===== config.mk =====
export PLATFORM = sky130hd
export DESIGN_NAME = serial_adder_ctrl_flat
export DESIGN_NICKNAME = d
export VERILOG_FILES = /design/src/rtl/serial_adder_ctrl_if.sv /design/src/rtl/serial_adder_ctrl.sv /design/src/flat_wrapper.sv
export SDC_FILE = /design/constraint.sdc
export NUM_CORES = 1
export LEC_CHECK = 0
export BUFFER_PORTS_ARGS = -buffer_cell sky130_fd_sc_hd__buf_4
export CORE_ASPECT_RATIO = 0.8
export CORE_MARGIN = 8
export CORE_UTILIZATION = 48
export CTS_CLUSTER_SIZE = 30
export DETAILED_ROUTE_END_ITERATION = 7
export PLACE_DENSITY = 0.72
export SLEW_MARGIN = 0
export SYNTH_ARGS = -nofsm -noshare
export SYNTH_HDL_FRONTEND = slang
export SYNTH_SLANG_ARGS = --single-unit

===== constraint.sdc =====
create_clock -name clk -period 1.6 [get_ports clk]
set_clock_uncertainty 0.15 [all_clocks]
set_input_delay 0.32 -clock clk [delete_from_list [all_inputs] [get_ports clk]]
set_output_delay 0.32 -clock clk [all_outputs]
set_load 0.02 [all_outputs]

===== src/rtl/serial_adder_ctrl_if.sv =====
// ---------------------------------------------------------------------------
// serial_adder_ctrl_if
//
// Purpose: groups the request/result signals of the bit-serial adder
// sequencer so the controller and its client share one bundle.
//
// Signals:
//   start  - request pulse from the client
//   a, b   - WIDTH-bit operands, captured on an accepted start
//   sub    - subtract select (only when SERIAL_ADDER_SUB_EN is defined)
//   busy   - high while the adder is shifting
//   done   - one-cycle completion pulse
//   sum    - registered WIDTH-bit result
//   c_out  - registered final carry (no-borrow flag when subtracting)
//
// Modports: master (client side), slave (controller side).
// Optional feature macro: SERIAL_ADDER_SUB_EN
// ---------------------------------------------------------------------------
interface serial_adder_ctrl_if #(
  parameter int WIDTH = 8
);
  logic             start;
  logic [WIDTH-1:0] a;
  logic [WIDTH-1:0] b;
`ifdef SERIAL_ADDER_SUB_EN
  logic             sub;
`endif
  logic             busy;
  logic             done;
  logic [WIDTH-1:0] sum;
  logic             c_out;

`ifdef SERIAL_ADDER_SUB_EN
  modport master (output start, a, b, sub, input busy, done, sum, c_out);
  modport slave  (input start, a, b, sub, output busy, done, sum, c_out);
`else
  modport master (output start, a, b, input busy, done, sum, c_out);
  modport slave  (input start, a, b, output busy, done, sum, c_out);
`endif
endinterface


===== src/rtl/serial_adder_ctrl.sv =====
// ---------------------------------------------------------------------------
// serial_adder_ctrl
//
// Purpose: bit-serial adder sequencer. Captures two WIDTH-bit operands and
// pushes them LSB first through a single full-adder cell (two half adders
// plus an OR for the carry merge), one bit per clock, for WIDTH cycles.
// The result and final carry are registered at the end of the run and held
// until the next run completes or reset.
//
// Ports:
//   clk  - rising-edge clock
//   rst  - synchronous active-high reset
//   bus  - serial_adder_ctrl_if.slave (start, a, b, [sub], busy, done,
//          sum, c_out)
//
// Optional feature macro: SERIAL_ADDER_SUB_EN
//   When defined, bus.sub=1 loads ~b and a carry-in of 1, giving a - b;
//   c_out=1 then means "no borrow". When undefined no inverter is built.
// ---------------------------------------------------------------------------

module half_adder (
  input  logic x,
  input  logic y,
  output logic s,
  output logic c
);
  assign s = x ^ y;
  assign c = x & y;
endmodule

module or_gate (
  input  logic x,
  input  logic y,
  output logic z
);
  assign z = x | y;
endmodule

module serial_adder_ctrl #(
  parameter int WIDTH = 8
) (
  input logic                clk,
  input logic                rst,
  serial_adder_ctrl_if.slave bus
);
  localparam int CNT_W = (WIDTH > 1) ? $clog2(WIDTH) : 1;
  localparam logic [CNT_W-1:0] CNT_LAST = CNT_W'(WIDTH - 1);

  typedef enum logic [1:0] {
    IDLE = 2'd0,
    RUN  = 2'd1,
    DONE = 2'd2
  } state_t;

  state_t           state_reg, state_next;
  logic [WIDTH-1:0] a_sh_reg,  a_sh_next;
  logic [WIDTH-1:0] b_sh_reg,  b_sh_next;
  logic [WIDTH-1:0] r_sh_reg,  r_sh_next;
  logic             carry_reg, carry_next;
  logic [CNT_W-1:0] cnt_reg,   cnt_next;
  logic [WIDTH-1:0] sum_reg,   sum_next;
  logic             c_out_reg, c_out_next;

  // Operand B as loaded into its shift register, and the initial carry.
  logic [WIDTH-1:0] b_load;
  logic             carry_init;

`ifdef SERIAL_ADDER_SUB_EN
  // Two's-complement subtract: invert B bitwise and inject a carry-in of 1.
  for (genvar gi = 0; gi < WIDTH; gi++) begin : g_b_inv
    assign b_load[gi] = bus.b[gi] ^ bus.sub;
  end
  assign carry_init = bus.sub;
`else
  assign b_load     = bus.b;
  assign carry_init = 1'b0;
`endif

  // Full-adder cell built from the gate library.
  logic ha0_s, ha0_c, cell_s, ha1_c, cell_c;

  half_adder u_ha0 (.x(a_sh_reg[0]), .y(b_sh_reg[0]), .s(ha0_s),  .c(ha0_c));
  half_adder u_ha1 (.x(ha0_s),       .y(carry_reg),   .s(cell_s), .c(ha1_c));
  or_gate    u_or  (.x(ha0_c),       .y(ha1_c),       .z(cell_c));

  always_ff @(posedge clk) begin
    if (rst) begin
      state_reg <= IDLE;
      a_sh_reg  <= '0;
      b_sh_reg  <= '0;
      r_sh_reg  <= '0;
      carry_reg <= 1'b0;
      cnt_reg   <= '0;
      sum_reg   <= '0;
      c_out_reg <= 1'b0;
    end else begin
      state_reg <= state_next;
      a_sh_reg  <= a_sh_next;
      b_sh_reg  <= b_sh_next;
      r_sh_reg  <= r_sh_next;
      carry_reg <= carry_next;
      cnt_reg   <= cnt_next;
      sum_reg   <= sum_next;
      c_out_reg <= c_out_next;
    end
  end

  always_comb begin
    state_next = state_reg;
    a_sh_next  = a_sh_reg;
    b_sh_next  = b_sh_reg;
    r_sh_next  = r_sh_reg;
    carry_next = carry_reg;
    cnt_next   = cnt_reg;
    sum_next   = sum_reg;
    c_out_next = c_out_reg;

    case (state_reg)
      IDLE, DONE: begin
        if (bus.start) begin
          a_sh_next  = bus.a;
          b_sh_next  = b_load;
          carry_next = carry_init;
          cnt_next   = '0;
          state_next = RUN;
        end else if (state_reg == DONE) begin
          state_next = IDLE;
        end
      end

      RUN: begin
        a_sh_next  = {1'b0, a_sh_reg[WIDTH-1:1]};
        b_sh_next  = {1'b0, b_sh_reg[WIDTH-1:1]};
        r_sh_next  = {cell_s, r_sh_reg[WIDTH-1:1]};
        carry_next = cell_c;
        if (cnt_reg == CNT_LAST) begin
          // Last bit: publish the fully shifted result. The counter is
          // held rather than incremented so it never wraps.
          sum_next   = {cell_s, r_sh_reg[WIDTH-1:1]};
          c_out_next = cell_c;
          state_next = DONE;
        end else begin
          cnt_next = cnt_reg + CNT_W'(1);
        end
      end

      default: state_next = IDLE;
    endcase
  end

  // Outputs are decodes of registered state only; no input reaches them
  // combinationally.
  assign bus.busy  = (state_reg == RUN);
  assign bus.done  = (state_reg == DONE);
  assign bus.sum   = sum_reg;
  assign bus.c_out = c_out_reg;

endmodule


===== src/flat_wrapper.sv =====
// flat-port wrapper written by rule: the top's interface ports become plain ports
module serial_adder_ctrl_flat 
#(
  parameter int WIDTH = 8
)
  (clk, rst, bus_start, bus_a, bus_b, bus_busy, bus_done, bus_sum, bus_c_out);
  serial_adder_ctrl_if #(.WIDTH(WIDTH)) bus_i ();
  input logic clk;
  input logic rst;
  input wire logic [$bits(bus_i.start)-1:0] bus_start;
  input wire logic [$bits(bus_i.a)-1:0] bus_a;
  input wire logic [$bits(bus_i.b)-1:0] bus_b;
  output wire logic [$bits(bus_i.busy)-1:0] bus_busy;
  output wire logic [$bits(bus_i.done)-1:0] bus_done;
  output wire logic [$bits(bus_i.sum)-1:0] bus_sum;
  output wire logic [$bits(bus_i.c_out)-1:0] bus_c_out;
  assign bus_i.start = bus_start;
  assign bus_i.a = bus_a;
  assign bus_i.b = bus_b;
  assign bus_busy = bus_i.busy;
  assign bus_done = bus_i.done;
  assign bus_sum = bus_i.sum;
  assign bus_c_out = bus_i.c_out;
  serial_adder_ctrl #(.WIDTH(WIDTH)) u_core (.clk(clk), .rst(rst), .bus(bus_i));
endmodule

==> summary.txt, run 1 <==
Outcome
  • Status: completed

Clocking
  • Num Clock Sinks: 38
  • Clock buffer depth: 2
  • Worst-Skew Late Latency: 0.29 ns
  • CTS HTree Levels: 2
  • CTS Buf Count: 5
  • CTS clk-pin slew, worst paths: 0.08 ns
  • CTS tree: built
  • Buffer type at the clock tree root: clkbuf_8

Min path
  • Worst hold-check path type: in2reg
  • Hold_sp: bus_b[7]

Synthesis
  • Syn_nets: 208
  • Syn Area/Cell: 8.671 um^2
  • Post-Syn Instances: 186
  • Mapped Area: 1613 um^2
  • Seq cells post-synth: 38
  • Synth unique cells: 21
  • Sequential-to-total area share from yosys stat: 47.17%
  • Yosys warning count: 0

Finish
  • Leading cell type in the layout, fill and taps excluded: nand2_1
  • Cell area after layout: 1989 um^2
  • Fin util: 59.77%
  • Fin cells: 256
  • Commonest non-fill, non-tap cells in the layout: nand2_1 (54), dfxtp_1 (35), buf_4 (33)
  • N_diodes: 0
  • Layout cells sized above 1: 29.44%
  • Fill count: 298
  • Layout net count: 235
  • Area delta synth->final: 23.35%

GRT
  • Gr ovfl total: 0
  • GRT Overall Usage: 13.36%
  • Antenna violations before repair: 0
  • First-pass GRT wire length: 5865 um
  • Vias in the first global route: 1340
  • Pin count of the biggest net entering global routing: 39

Floorplanning
  • Ports: 30
  • Die Y: 67.85 um
  • Starting density of the core: 48.46%
  • Core Area: 3328 um^2
  • Rows: 19
  • Die W: 80.81 um
  • Die Area: 5482 um^2

Worst setup path
  • Crit-path slowest cell: or3b_4
  • R2R Path Start: u_core.cnt_reg[0]$_SDFFE_PP0P_
  • Worst setup path start: u_core.cnt_reg[0]$_SDFFE_PP0P_
  • Setup CP Type: reg2reg
  • Crit-path cells: ha_2 > ha_4 > or3b_4 > nand3_1 > a21oi_1
  • CP peak stage delay: 0.40 ns
  • CP startpoint kind: flop
  • Crit. End Element: flop
  • Worst-path maximum fanout: 4
  • Req. time, crit path: 1.61 ns
  • Arrival time at the worst endpoint: 1.56 ns

Route
  • Vias post-DR: 1402
  • Detail Route Antenna Nets: 0
  • Vias/cell: 5.477
  • DRC violations left: 0
  • Met3 routed WL: 145 um
  • DR top layer: met4
  • Detailed router's first-iteration violation count: 97
  • Met2 WL: 1735 um
  • TritonRoute pass-1 iters: 4
  • Routed WL: 3499 um
  • WL per Instance: 13.67 um
  • Met1 wire length: 1543 um

Timing
  • Clock period minus worst slack: 1.552 ns
  • Slew @ Worst Pin: 0.4432 ns
  • Hold Fails Final Rpt: 0
  • Unrepaired setup endpoints after global routing: no
  • Fin. max-slew vios: 0
  • Fmax: 0.6443 GHz
  • Final period util: 97.01%
  • Rel. slew slack: 70.46%
  • Count of final setup violators: 0
  • Setup_tns: 0 ns

Place
  • Cell Area, Placed: 1829 um^2
  • Placed insts: 246
  • Post-detail-place hpwl: 2242 um
  • # port buffers: 29
  • Final GP Congestion: 0.7177

Pwr
  • Maximum vdd drop: 0.0004563 V
  • PwrDens: 1033 nW/um^2
  • Leak: 0.7459 nW

Job
  • Max Cap Violations: 0
area by class of cell:
class / instances / area, um^2 / share of cell area [%]
clock buffer: 5 / 68.82 / 3.459
clock inverter: 3 / 40.04 / 2.013
inverter: 1 / 11.26 / 0.5660
multi-input combinational: 132 / 777.0 / 39.06
sequential: 38 / 767.0 / 38.55
tap: 42 / 52.55 / 2.642
timing repair buffer: 34 / 267.8 / 13.46
timing repair inverter: 1 / 5.005 / 0.2516
logic make-up after synthesis:
group,count (synthesis),synth area share (%)
buf+inv,16,6.517
simple gates,92,24.20
fa+ha+maj,3,2.793
compound gates,36,18.70
flops,38,47.17
mux,1,0.6207
metrics by stage:
| step | setup WS (ns) | hold slack (ns) | total power, mW |
|---|---|---|---|
| after floorplan | 0.1018 | 0.2866 | 1.206 |
| after global placement | 0.05600 | 0.2940 | 1.255 |
| after detailed placement | -0.02737 | 0.2990 | 1.266 |
| after CTS | 0.01552 | 0.1472 | 2.066 |
| after global routing | 0.01758 | 0.1466 | 2.136 |
| final | 0.04789 | 0.1491 | 2.056 |
power by group:
part	leakage (nW)	total [mW]	switching [mW]	internal, mW
logic	0.376	0.238	0.134	0.104
clock network	0.0579	0.801	0.342	0.459
registers	0.312	1.02	0.0293	0.988
total	0.746	2.06	0.505	1.55
routing by layer:
| metal | vias to the layer above | global-route usage, % |
|---|---|---|
| li1 | 688 | - |
| met1 | 673 | 15.89 |
| met2 | 33 | 22.58 |
| met3 | 8 | 2.625 |
| met4 | 0 | 7.111 |
| met5 | - | 0 |
what timing repair did:
action	CTS	global route
pin swaps	0	0
buffers inserted	0	1
setup endpoints to repair	4	13
hold buffers	0	0
gates resized for setup	8	4
cloned	1	0
final timing paths:
| check | endpoint | slack, ns | cells past startpoint |
|---|---|---|---|
| setup reg to reg | u_core.cnt_reg[1]$_SDFFE_PP0P_ | 0.05 | 5 |
| hold reg to reg | u_core.bus.sum[2]$_SDFFE_PP0P_ | 0.31 | 2 |
| hold / removal | u_core.b_sh_reg[7]$_SDFFE_PP0P_ | 0.15 | 3 |
| setup / recovery | u_core.cnt_reg[1]$_SDFFE_PP0P_ | 0.05 | 5 |
critical path, delay by kind of cell, from the launching register on:
| family | cells | cell delay (ns) |
|---|---|---|
| AND/OR/NAND/NOR | 2 | 0.50 |
| flip-flops | 1 | 0.34 |
| adder cells (fa/ha/maj) | 2 | 0.36 |
| AO/OA/AOI/OAI | 1 | 0.07 |
Yosys cell counts:
master	number	area, um^2
nand2_1	54	202.7
dfxtp_1	38	760.7
a21oi_1	22	110.1
nor2_1	15	56.30
nand3_1	14	70.07
a311oi_2	11	165.2
buf_2	5	25.02
buf_4	5	37.54
a311oi_1	3	26.28
clkbuf_1	3	11.26
nand2b_1	3	18.77
buf_6	2	22.52
ha_1	2	25.02
nand3b_1	2	15.01
clkinv_4	1	8.760
fa_1	1	20.02
mux2i_1	1	10.01
nor2b_1	1	6.260
nor3_1	1	5.000
nor3b_1	1	7.510
or3b_1	1	8.760
(Power assumes the default switching activity.)
==> run 2, diff against run 1 <==
--- a/config.mk
+++ b/config.mk
@@ -6,9 +6,11 @@
 export NUM_CORES = 1
 export LEC_CHECK = 0
 export BUFFER_PORTS_ARGS = -buffer_cell sky130_fd_sc_hd__buf_4
+export CELL_PAD_IN_SITES_DETAIL_PLACEMENT = 0
+export CELL_PAD_IN_SITES_GLOBAL_PLACEMENT = 1
 export CORE_ASPECT_RATIO = 0.8
 export CORE_MARGIN = 8
-export CORE_UTILIZATION = 48
+export CORE_UTILIZATION = 36
 export CTS_CLUSTER_SIZE = 30
 export DETAILED_ROUTE_END_ITERATION = 7
 export PLACE_DENSITY = 0.72
==> run 2 against run 1 <==
Net effect:
- critical endpoint unchanged
- clock-buffer cell count is 2 higher
- sequential share of layout area decreased by 1.7 points
- sequential power hardly changed
- highest routed layer unchanged
- first-iteration DRC count fell by 26%
==> summary.txt, run 2 (synthesized netlist as in run 1, its figures left out) <==
Floorplanning
  • Die Y: 75.87 um (+12%)
  • Die Area: 6891 um^2 (+26%)
  • Ports: 30 (unchanged)
  • Die W: 90.84 um (+12%)
  • Rows: 21 (+2)
  • Starting density of the core: 37.89% (-11 points)
  • Core Area: 4257 um^2 (+28%)

Worst setup path
  • CP startpoint kind: flop
  • Setup CP Type: reg2reg
  • Req. time, crit path: 1.60 ns (about the same)
  • Crit. End Element: flop
  • Worst-path maximum fanout: 4 (unchanged)
  • Arrival time at the worst endpoint: 1.56 ns (about the same)

GRT
  • Vias in the first global route: 1446 (+7.9%)
  • GRT Overall Usage: 12.00% (-1.4 points)
  • Antenna violations before repair: 0 (unchanged)
  • First-pass GRT wire length: 6589 um (+12%)
  • Pin count of the biggest net entering global routing: 39 (unchanged)
  • Gr ovfl total: 0 (unchanged)

Pwr
  • Net Sw Power: 0.4920 mW (-2.6%)
  • Sequential Power Share: 52.2% (+2.7 points)
  • PwrDens: 935.9 nW/um^2 (-9.4%)
  • Switching share of power: 25.28% (+0.72 points)
  • Leak: 0.7804 nW (+4.6%)
  • Cell-internal power: 1.454 mW (-6.2%)
  • Maximum vdd drop: 0.0003638 V (-20%)
  • Gate power share: 13.6% (+2.0 points)
  • Clock power share: 34.2% (-4.7 points)

Route
  • WL per Instance: 13.84 um (+1.2%)
  • Detail Route Antenna Nets: 0 (unchanged)
  • TritonRoute pass-1 iters: 4 (unchanged)
  • DRC violations left: 0 (unchanged)
  • Vias post-DR: 1385 (-1.2%)
  • Routed WL: 3861 um (+10%)
  • Vias/cell: 4.964 (-9.4%)
  • Detailed router's first-iteration violation count: 72 (-26%)

Finish
  • Fin cells: 279 (+9.0%)
  • Leading cell type in the layout, fill and taps excluded: nand2_1
  • Commonest non-fill, non-tap cells in the layout: nand2_1 (54), buf_4 (38), dfxtp_1 (35)
  • Area delta synth->final: 28.94%
  • N_diodes: 0 (unchanged)
  • Fill count: 406 (+36%)
  • Layout net count: 243 (+3.4%)
  • Layout cells sized above 1: 33.78% (+4.3 points)

Clocking
  • CTS tree: built
  • Clock buffer depth: 2 (unchanged)
  • Cts hold-fix bufs: 0 (unchanged)
  • CTS Buf Count: 5 (unchanged)
  • Buffer type at the clock tree root: clkbuf_8
  • Worst-Skew Late Latency: 0.29 ns (about the same)
  • CTS clk-pin slew, worst paths: 0.07 ns (about the same)
  • CTS HTree Levels: 2 (unchanged)
  • Num Clock Sinks: 38 (unchanged)

Timing
  • Hold Fails Final Rpt: 0 (unchanged)
  • Count of final setup violators: 0 (unchanged)
  • Setup ws final: 0.04240 ns (-0.005483 ns)
  • Slew @ Worst Pin: 0.4856 ns (+0.04242 ns)
  • Fin. max-slew vios: 0 (unchanged)
  • Rel. slew slack: 67.63% (-2.8 points)
  • Clock period minus worst slack: 1.558 ns (+0.005483 ns)
  • Fmax: 0.6420 GHz (-0.35%)
  • Final period util: 97.35% (+0.34 points)
  • Unrepaired setup endpoints after global routing: yes

Place
  • Final GP Congestion: 0.7135 (-0.59%)
  • Post-detail-place hpwl: 2513 um (+12%)
  • Place WS: -0.02177 ns (+0.005603 ns)
  • Placed insts: 264 (+7.3%)
  • # port buffers: 29 (unchanged)

Outcome
  • Status: completed

Job
  • Max Cap Violations: 0 (unchanged)

Min path
  • Worst hold-check path type: in2reg
## run 2: changes by cell type in the layout (fill, tap and decap cells not counted), sizes merged
cell,previous run,this run
inv,1,0
clkbuf,5,7
buf,34,42
bufinv,1,0
## run 2: metal layers
layer	part of all wire, %	track usage (%)	routed length [um]
met1	47	14.06	1818
met2	47	19.64	1811
met3	5.1	4.331	198
met4	0.85	5.425	33
met5	0	0	0
## run 2: metrics by stage
stage / hold slack [ns] / setup TNS (ns) / cell area [um^2] / power, mW / util [%]
6_report: 0.1557 / 0 / 2079 / 1.946 / 48.85
5_1_grt: 0.1549 / -0.01828 / 2079 / 2.057 / 48.85
4_1_cts: 0.1509 / 0 / 2006 / 1.957 / 47.12
3_5_place_dp: 0.2966 / -0.04545 / 1871 / 1.275 / 43.94
3_3_place_gp: 0.2954 / 0 / 1871 / 1.267 / 43.94
2_1_floorplan: 0.2866 / 0 / 1613 / 1.206 / -
## run 2: cell type report
class	instances	area [um^2]	area share (%)
Inverter	1	16.27	0.7822
Tap cell	57	71.32	3.430
Sequential cell	38	767.0	36.88
Multi-Input combinational cell	132	789.5	37.97
Clock inverter	1	5.005	0.2407
Timing Repair Buffer	42	339.1	16.31
Timing Repair inverter	1	5.005	0.2407
Clock buffer	7	86.33	4.152
## run 2: path summary, 6_finish.rpt
check	from	end	slack, ns	depth (start not counted)
worst max-delay path	u_core.cnt_reg[0]$_SDFFE_PP0P_	u_core.cnt_reg[1]$_SDFFE_PP0P_	0.04	5
worst max register to register	u_core.cnt_reg[0]$_SDFFE_PP0P_	u_core.cnt_reg[1]$_SDFFE_PP0P_	0.04	5
worst min-delay path	bus_b[7]	u_core.b_sh_reg[7]$_SDFFE_PP0P_	0.16	3
worst min register to register	u_core.bus.sum[5]$_SDFFE_PP0P_	u_core.bus.sum[5]$_SDFFE_PP0P_	0.31	2
## run 2: power by group through the flow
stage | clock network (mW) | logic [mW] | registers (mW)
detailed placement | 0 | 0.240 | 1.04
global route | 0.745 | 0.293 | 1.02
finish | 0.666 | 0.265 | 1.01
CTS | 0.692 | 0.251 | 1.01
global placement | 0 | 0.233 | 1.03
floorplan | 0 | 0.177 | 1.03
## run 2: repair_timing
action                                  CTS  global route
cloned                                    2             0
gates resized for setup                  10            10
pin swaps                                 0             6
endpoints found under the setup margin    7            13
setup buffers                             0             5
## run 2: critical path, stage by stage (launching register included)
cell and delay (ns):
dfxtp_2 0.33, ha_1 0.19, ha_2 0.19, or3b_4 0.41
nand3_2 0.09, a21oi_1 0.06
